**src/rtl/booth_multiplier_u16.sv**
```systemverilog
// Unsigned WIDTHxWIDTH multiplier: radix-4 Booth partial products, 3:2 carry-save
// reduction, Kogge-Stone final adder, and one output register.
module booth_multiplier_u16 #(
    parameter int WIDTH = 16
) (
    input  logic                 clk,
    input  logic                 rst,
    output logic [2*WIDTH-1:0]   result,
    input  logic [WIDTH-1:0]     x,
    input  logic [WIDTH-1:0]     y
);

    localparam int PW  = 2 * WIDTH;
    localparam int ND  = WIDTH / 2 + 1;   // last digit is the unsigned correction digit
    localparam int NR  = ND + 1;          // partial products plus one row of negation bits
    localparam int LOG = $clog2(PW);

    // Row count after a given number of 3:2 levels.
    function automatic int rows_after(input int lvl);
        int n;
        n = NR;
        for (int l = 0; l < lvl; l++) begin
            n = 2 * (n / 3) + n % 3;
        end
        return n;
    endfunction

    function automatic int num_levels();
        int n;
        int l;
        n = NR;
        l = 0;
        while (n > 2) begin
            n = 2 * (n / 3) + n % 3;
            l++;
        end
        return l;
    endfunction

    localparam int NLVL = num_levels();

    // Full-adder row: returns {carry << 1, sum}; the carry out of the top bit is dropped.
    function automatic logic [2*PW-1:0] csa(input logic [PW-1:0] a,
                                            input logic [PW-1:0] b,
                                            input logic [PW-1:0] c);
        logic [PW-1:0] s;
        logic [PW-1:0] m;
        s = a ^ b ^ c;
        m = (a & b) | (a & c) | (b & c);
        return {m[PW-2:0], 1'b0, s};
    endfunction

    logic [PW-1:0] pp_rows [NR];
    logic [PW-1:0] row_a;
    logic [PW-1:0] row_b;
    logic [PW-1:0] prod_p0;

    // Booth recoding over y zero-extended with the implicit y[-1] = 0.
    // Negative digits use ~mag sign-extended with the digit's sign; the +1 goes into a separate row.
    always_comb begin
        logic [WIDTH+2:0] ye;
        logic [2:0]       t;
        logic             one;
        logic             two;
        logic             neg;
        logic [WIDTH:0]   mag;
        logic [PW-1:0]    ext;
        logic [PW-1:0]    negbits;
        ye      = {2'b00, y, 1'b0};
        t       = '0;
        one     = 1'b0;
        two     = 1'b0;
        neg     = 1'b0;
        mag     = '0;
        ext     = '0;
        negbits = '0;
        for (int r = 0; r < NR; r++) begin
            pp_rows[r] = '0;
        end
        for (int i = 0; i < ND; i++) begin
            t   = ye[2*i +: 3];
            one = t[0] ^ t[1];
            two = (t == 3'b011) || (t == 3'b100);
            neg = t[2] & ~(t[1] & t[0]);
            mag = one ? {1'b0, x} : (two ? {x, 1'b0} : '0);
            ext = {{(PW-WIDTH-1){neg}}, mag ^ {(WIDTH+1){neg}}};
            pp_rows[i]     = ext << (2 * i);
            negbits[2*i]   = neg;
        end
        pp_rows[NR-1] = negbits;
    end

    // Wallace-style reduction: each level compresses groups of three rows, leftovers pass through.
    always_comb begin
        logic [PW-1:0]   cur [NR];
        logic [PW-1:0]   nxt [NR];
        logic [2*PW-1:0] sc;
        int              n;
        int              ng;
        cur = pp_rows;
        nxt = pp_rows;
        sc  = '0;
        n   = NR;
        ng  = 0;
        for (int l = 0; l < NLVL; l++) begin
            n  = rows_after(l);
            ng = n / 3;
            for (int r = 0; r < NR; r++) begin
                nxt[r] = '0;
            end
            for (int g = 0; g < NR / 3; g++) begin
                if (g < ng) begin
                    sc         = csa(cur[3*g], cur[3*g+1], cur[3*g+2]);
                    nxt[2*g]   = sc[PW-1:0];
                    nxt[2*g+1] = sc[2*PW-1:PW];
                end
            end
            for (int r = 0; r < 2; r++) begin
                if (r < n % 3) begin
                    nxt[2*ng+r] = cur[3*ng+r];
                end
            end
            cur = nxt;
        end
        row_a = cur[0];
        row_b = cur[1];
    end

    // Kogge-Stone prefix: level l combines (g,p) with the cell 2^l positions below.
    always_comb begin
        logic [PW-1:0] g;
        logic [PW-1:0] p;
        logic [PW-1:0] gn;
        logic [PW-1:0] pn;
        logic [PW-1:0] p0;
        g  = row_a & row_b;
        p  = row_a ^ row_b;
        p0 = p;
        gn = g;
        pn = p;
        for (int l = 0; l < LOG; l++) begin
            gn = g;
            pn = p;
            for (int i = 0; i < PW; i++) begin
                if (i >= (1 << l)) begin
                    gn[i] = g[i] | (p[i] & g[i-(1<<l)]);
                    pn[i] = p[i] & p[i-(1<<l)];
                end
            end
            g = gn;
            p = pn;
        end
        prod_p0 = p0 ^ {g[PW-2:0], 1'b0};
    end

    // Output register stage
    always_ff @(posedge clk or posedge rst) begin
        if (rst) begin
            result <= '0;
        end else begin
            result <= prod_p0;
        end
    end

endmodule

```
**config.mk**
```make
export PLATFORM = sky130hd
export DESIGN_NAME = booth_multiplier_u16
export DESIGN_NICKNAME = d
export VERILOG_FILES = /design/src/rtl/booth_multiplier_u16.sv
export SDC_FILE = /design/constraint.sdc
export NUM_CORES = 1
export LEC_CHECK = 0
export BUFFER_PORTS_ARGS = -buffer_cell sky130_fd_sc_hd__buf_2
export CORE_UTILIZATION = 58
export DETAILED_ROUTE_END_ITERATION = 12
export PLACE_DENSITY = 0.86
export SLEW_MARGIN = 20
export SYNTH_ARGS = -nofsm -noshare
export SYNTH_HDL_FRONTEND = slang
export SYNTH_SLANG_ARGS = --single-unit
```
**constraint.sdc**
```tcl
create_clock -name clk -period 0.8 [get_ports clk]
set_input_delay 0.04 -clock clk [delete_from_list [all_inputs] [get_ports clk]]
set_output_delay 0.04 -clock clk [all_outputs]
set_load 0.05 [all_outputs]
```
==> results of run 1 <==
-- routing by layer --
metal | GRT overflow | global-route usage (%)
met2 | 9 | 90.29
met1 | 0 | 73.31
met4 | 6 | 75.16
met3 | 0 | 66.82
met5 | 0 | 35.83
-- per-stage QoR --
| step | hold WS, ps | util [%] | TNS, ps |
|---|---|---|---|
| after floorplan | 156.2 | - | -111380 |
| after global placement | 87.72 | 75.04 | -119720 |
| after detailed placement | 93.79 | 75.04 | -123860 |
| after CTS | 257.0 | 85.03 | -108380 |
-- what timing repair did --
item                                   CTS
pin swaps                               90
hold buffers                             1
setup endpoints to repair               64
endpoints found under the hold margin   32
gates cloned                             2
resized for setup                      285
setup buffers                           30
-- Yosys cell counts, drive strengths merged (24+ instances only) --
cell	count	area (um^2)
nor2	47	176.4
ha	91	1139
nand2	61	229.0
dfrtp	32	800.8
a21oi	75	386.6
a22oi	75	563.0
xnor2	126	1104
o21ai	32	160.1
inv	211	792.0
clkbuf	70	262.8
o22ai	24	150.1
fa	134	2683
-- cells by family after synthesis --
kind of cell	share of synthesized area [%]
buffers and inverters	11.57
DFF	8.069
AOI/OAI and AO/OA	19.15
and+or+nand+nor	8.850
muxes	0.7060
adders and majority gates	38.50
xor gates and xnor gates	13.15
==> results.py, run 1 <==
metrics = {
    "cts": {
        "cts-htree-levels": 2,
        "clock_tree.buffer_depth": 2,
        "cts_inserted_buffers": 5,
        "buffer_cell_driving_the_clock_tree_root": "clkbuf_16",
        "sinks_on_clock_net": 32,
    },
    "synthesis": {
        "synthFlopType": "dfrtp_1",
        "synth_async_sr_flop_share_pct": 100.0,
        "syn-mean-instance-area_um2": 8.389,
        "yosysSeqAreaShare_pct": 8.069,
        "mappedNetlistArea_mm2": 0.009925,
        "synth-edff-count": 0,
        "syn-num-nets": 1442,
        "synth.ff_latch_count": 32,
        "synth.lib_cells_used.distinct": 57,
        "syn-instance-count": 1183,
        "synthesis.yosys.warnings": 0,
    },
    "floorplan": {
        "floorplan.io_pins": 66,
        "dieWidth_um": 132.8,
        "floorplan.initialDensity_pct": 59.63,
        "fp-row-count": 47,
        "chipHeight_um": 132.8,
    },
    "place": {
        "port_buffers": 65,
        "placement.cell_area_mm2": 0.01249,
        "post-dp-hpwl_um": 25820,
        "post-place-ws_ps": -5227,
        "post-place-cells": 1642,
        "finalWeightedCongestion": 0.9664,
    },
    "run_status": {
        "stage_at_which_the_flow_ended": "global routing",
        "flow.first_error": "[ERROR GRT-0232] Routing congestion too high. Check the congestion heatmap in the GUI.",
        "status": "stopped before the end",
    },
    "timing": {
        "worstEndpointGrtRepair": "result[30]$_DFF_PP0_/D",
        "worst_path_end_type": "register input",
    },
    "global_routing": {
        "overall_global_routing_usage_pct": 75.88,
        "grt_start_max_net_pins": 33,
        "grt_overflow": 15,
    },
}
==> run 2: changes to the inputs <==
--- a/config.mk
+++ b/config.mk
@@ -6,9 +6,9 @@
 export NUM_CORES = 1
 export LEC_CHECK = 0
 export BUFFER_PORTS_ARGS = -buffer_cell sky130_fd_sc_hd__buf_2
-export CORE_UTILIZATION = 58
+export CORE_UTILIZATION = 40
 export DETAILED_ROUTE_END_ITERATION = 12
-export PLACE_DENSITY = 0.86
+export PLACE_DENSITY_LB_ADDON = 0.15
 export SLEW_MARGIN = 20
 export SYNTH_ARGS = -nofsm -noshare
 export SYNTH_HDL_FRONTEND = slang
==> constraint.sdc (replaced) <==
create_clock -name clk -period 1 [get_ports clk]
set_input_delay 0.05 -clock clk [delete_from_list [all_inputs] [get_ports clk]]
set_output_delay 0.05 -clock clk [all_outputs]
set_load 0.05 [all_outputs]
==> results.py, run 2 <==
metrics = {
    "setup_path": {
        "timing.critical_path.slowest_cell_delay_ps": 550,
        "max_fo_critical_path": 6,
        "setup.worst_path.end": "result[31]$_DFF_PP0_",
        "startpoint": "y[13]",
        "crit_path_top_delay_cell": "fa_1",
        "worstSetupPathType": "in -> reg",
        "worstPathRequired_ps": 1170,
        "data_arrival_critical_path_ps": 5430,
        "critPathLaunchType": "input pin",
        "setup.worst_path.end_class": "flop",
    },
    "place": {
        "placement.cell_area_mm2": 0.01272,
        "port_buffers": 65,
        "finalWeightedCongestion": 0.9395,
        "post-place-ws_ps": -4856,
        "post-dp-hpwl_um": 24150,
        "post-place-cells": 1760,
    },
    "timing": {
        "final-setup-viol-count": 30,
        "rsz0062_at_grt": "yes",
        "max-slew-margin-rel_pct": 67.20,
        "finalHoldViolations": 0,
        "fin_crit_sh_pct": 525.6,
        "fmaxAchievable_ghz": 0.1903,
        "drv_slew": 0,
        "worstMarginPinSlew_ps": 486.8,
        "period_minus_slack_ps": 5256,
        "final_critical_path_setup_slack_ps": -4256,
    },
    "global_routing": {
        "overall_global_routing_usage_pct": 23.93,
        "grt_overflow": 0,
        "grt_start_max_net_pins": 33,
        "grt_antenna_before_repair": 0,
        "first_pass_grt_wire_length_um": 48430,
        "grt_pass1_vias": 9145,
    },
    "detailed_routing": {
        "postRouteAntennaNets": 0,
        "drt_iter0_drc": 505,
        "drt_first_pass_iters": 5,
        "post_drt_wl_per_cell_um": 16.94,
        "average_via_count_per_standard_cell": 5.074,
        "route.vias.total": 9123,
        "finalWirelength_um": 30450,
        "drt_drc_violations_left": 0,
    },
    "cts": {
        "tritoncts": "yes",
        "clock_tree.buffer_depth": 2,
        "buffer_cell_driving_the_clock_tree_root": "clkbuf_16",
        "cts_inserted_buffers": 5,
        "cts-htree-levels": 2,
        "path_clk_slew_ps": 60,
        "sinks_on_clock_net": 32,
    },
    "cells_and_area": {
        "largest_register_ffs": 32,
        "final_layout_size_suffix_gt1_share_pct": 42.74,
        "fin_util_pct": 60.45,
        "most-common-layout-cells": "buf_4 (267), inv_1 (170), fa_1 (120)",
        "design_area_mm2": 0.01470,
        "antenna_cells_inserted": 0,
        "final_cells": 1798,
        "design.final.nets": 1732,
        "biggestRegsByFlops": "result: 32 flops",
        "area_delta_synth_final_pct": 48.13,
        "layout.cells.most_common": "buf_4",
        "largest-register": "result",
    },
    "synthesis": {
        "syn-mean-instance-area_um2": 8.389,
        "post-synth-top-area-cell": "fa_1",
        "synth_async_sr_flop_share_pct": 100.0,
        "syn-instance-count": 1183,
        "syn-num-nets": 1442,
        "synth.ff_latch_count": 32,
        "mappedNetlistArea_mm2": 0.009925,
        "most_common_library_cells_after_synthesis": "inv_1 (210), fa_1 (134), xnor2_1 (126)",
        "synthFlopType": "dfrtp_1",
        "synth_most_common_cell": "inv_1",
        "synth.lib_cells_used.distinct": 57,
        "synthesis.yosys.warnings": 0,
        "cells_taking_the_most_area_after_synthesis": "fa_1 (27%), ha_1 (11%), xnor2_1 (11%)",
        "yosysSeqAreaShare_pct": 8.069,
        "synth-edff-count": 0,
        "yosys.area.top_type_share_pct": 27.03,
    },
    "floorplan": {
        "chipHeight_um": 159.5,
        "floorplan.initialDensity_pct": 40.81,
        "core_area_mm2": 0.02432,
        "dieArea_mm2": 0.02545,
        "dieWidth_um": 159.5,
        "fp-row-count": 57,
        "floorplan.io_pins": 66,
    },
    "run_status": {
        "status": "finished, violations left",
        "violations_in_the_final_reports": "setup timing",
    },
    "run": {
        "max_cap_viols": 0,
    },
    "worst_hold_path": {
        "hold_wc_path_type": "in -> reg",
    },
}
==> run 2: cell counts after synthesis <==
No cell type changed its count.
==> run 2: cells by family (layout without fill, tap and decap cells) <==
kind of cell / after synthesis / count (layout) / share of synthesized area (%)
buf+inv: 304 / 595 / 11.57
compound gates: 281 / 281 / 19.15
xor+xnor: 149 / 149 / 13.15
mux: 7 / 7 / 0.7060
flops: 32 / 32 / 8.069
simple gates: 185 / 185 / 8.850
fa+ha+maj: 225 / 225 / 38.50
==> run 2: cell type report <==
cell class	instances	area [um^2]
clock buffers	6	128.9
clock inverters	2	35.03
fillers	2092	9618
inverters	211	814.5
multi-input cells	847	9495
flip-flops and latches	32	800.8
well taps	324	405.4
repair buffers	376	3022
==> run 2: critical path: cells and delay by family <==
family          cells  cell delay, ps
buf+inv             8             750
xor+xnor            1             130
simple gates        5             630
fa+ha+maj           7            2780
compound gates      5            1070
==> run 2: repair_timing <==
action	in CTS	in global routing
pin swaps	95	95
hold endpoints to repair	32	0
setup endpoints to repair	30	30
setup buffers	19	20
hold buffers	1	0
resized for setup	211	128
gates cloned	1	0
==> run 2: worst min-delay path by stage <==
stage / startpoint / to / slack, ps / cells past startpoint
finish: y[0] / result[0]$_DFF_PP0_ / 310 / 5
floorplan: rst / result[0]$_DFF_PP0_ / 170 / 1
CTS: y[0] / result[0]$_DFF_PP0_ / 300 / 5
detailed placement: rst / result[24]$_DFF_PP0_ / 110 / 3
global placement: rst / result[24]$_DFF_PP0_ / 100 / 3
global route: y[1] / result[0]$_DFF_PP0_ / 360 / 3
==> run 2: routing by layer <==
metal	vias to the layer above	global-route usage [%]	part of all wire, %
met4	0	8.392	3.2
met2	252	39.36	47
met3	47	2.214	4.8
met5	-	0	0
met1	4378	32.83	45
li1	4446	-	-
==> run 2: stage by stage <==
| step | setup TNS [ps] | hold WS (ps) |
|---|---|---|
| 4_1_cts | -99070 | 303.8 |
| 6_report | -100910 | 309.8 |
| 2_1_floorplan | -105600 | 166.2 |
| 3_3_place_gp | -114920 | 104.0 |
| 5_1_grt | -105220 | 358.0 |
| 3_5_place_dp | -116070 | 112.6 |
Power of run 2 is left out: the tool's default activity adds up to more than one toggle a clock period on the data nets, which glitch-free logic cannot reach.
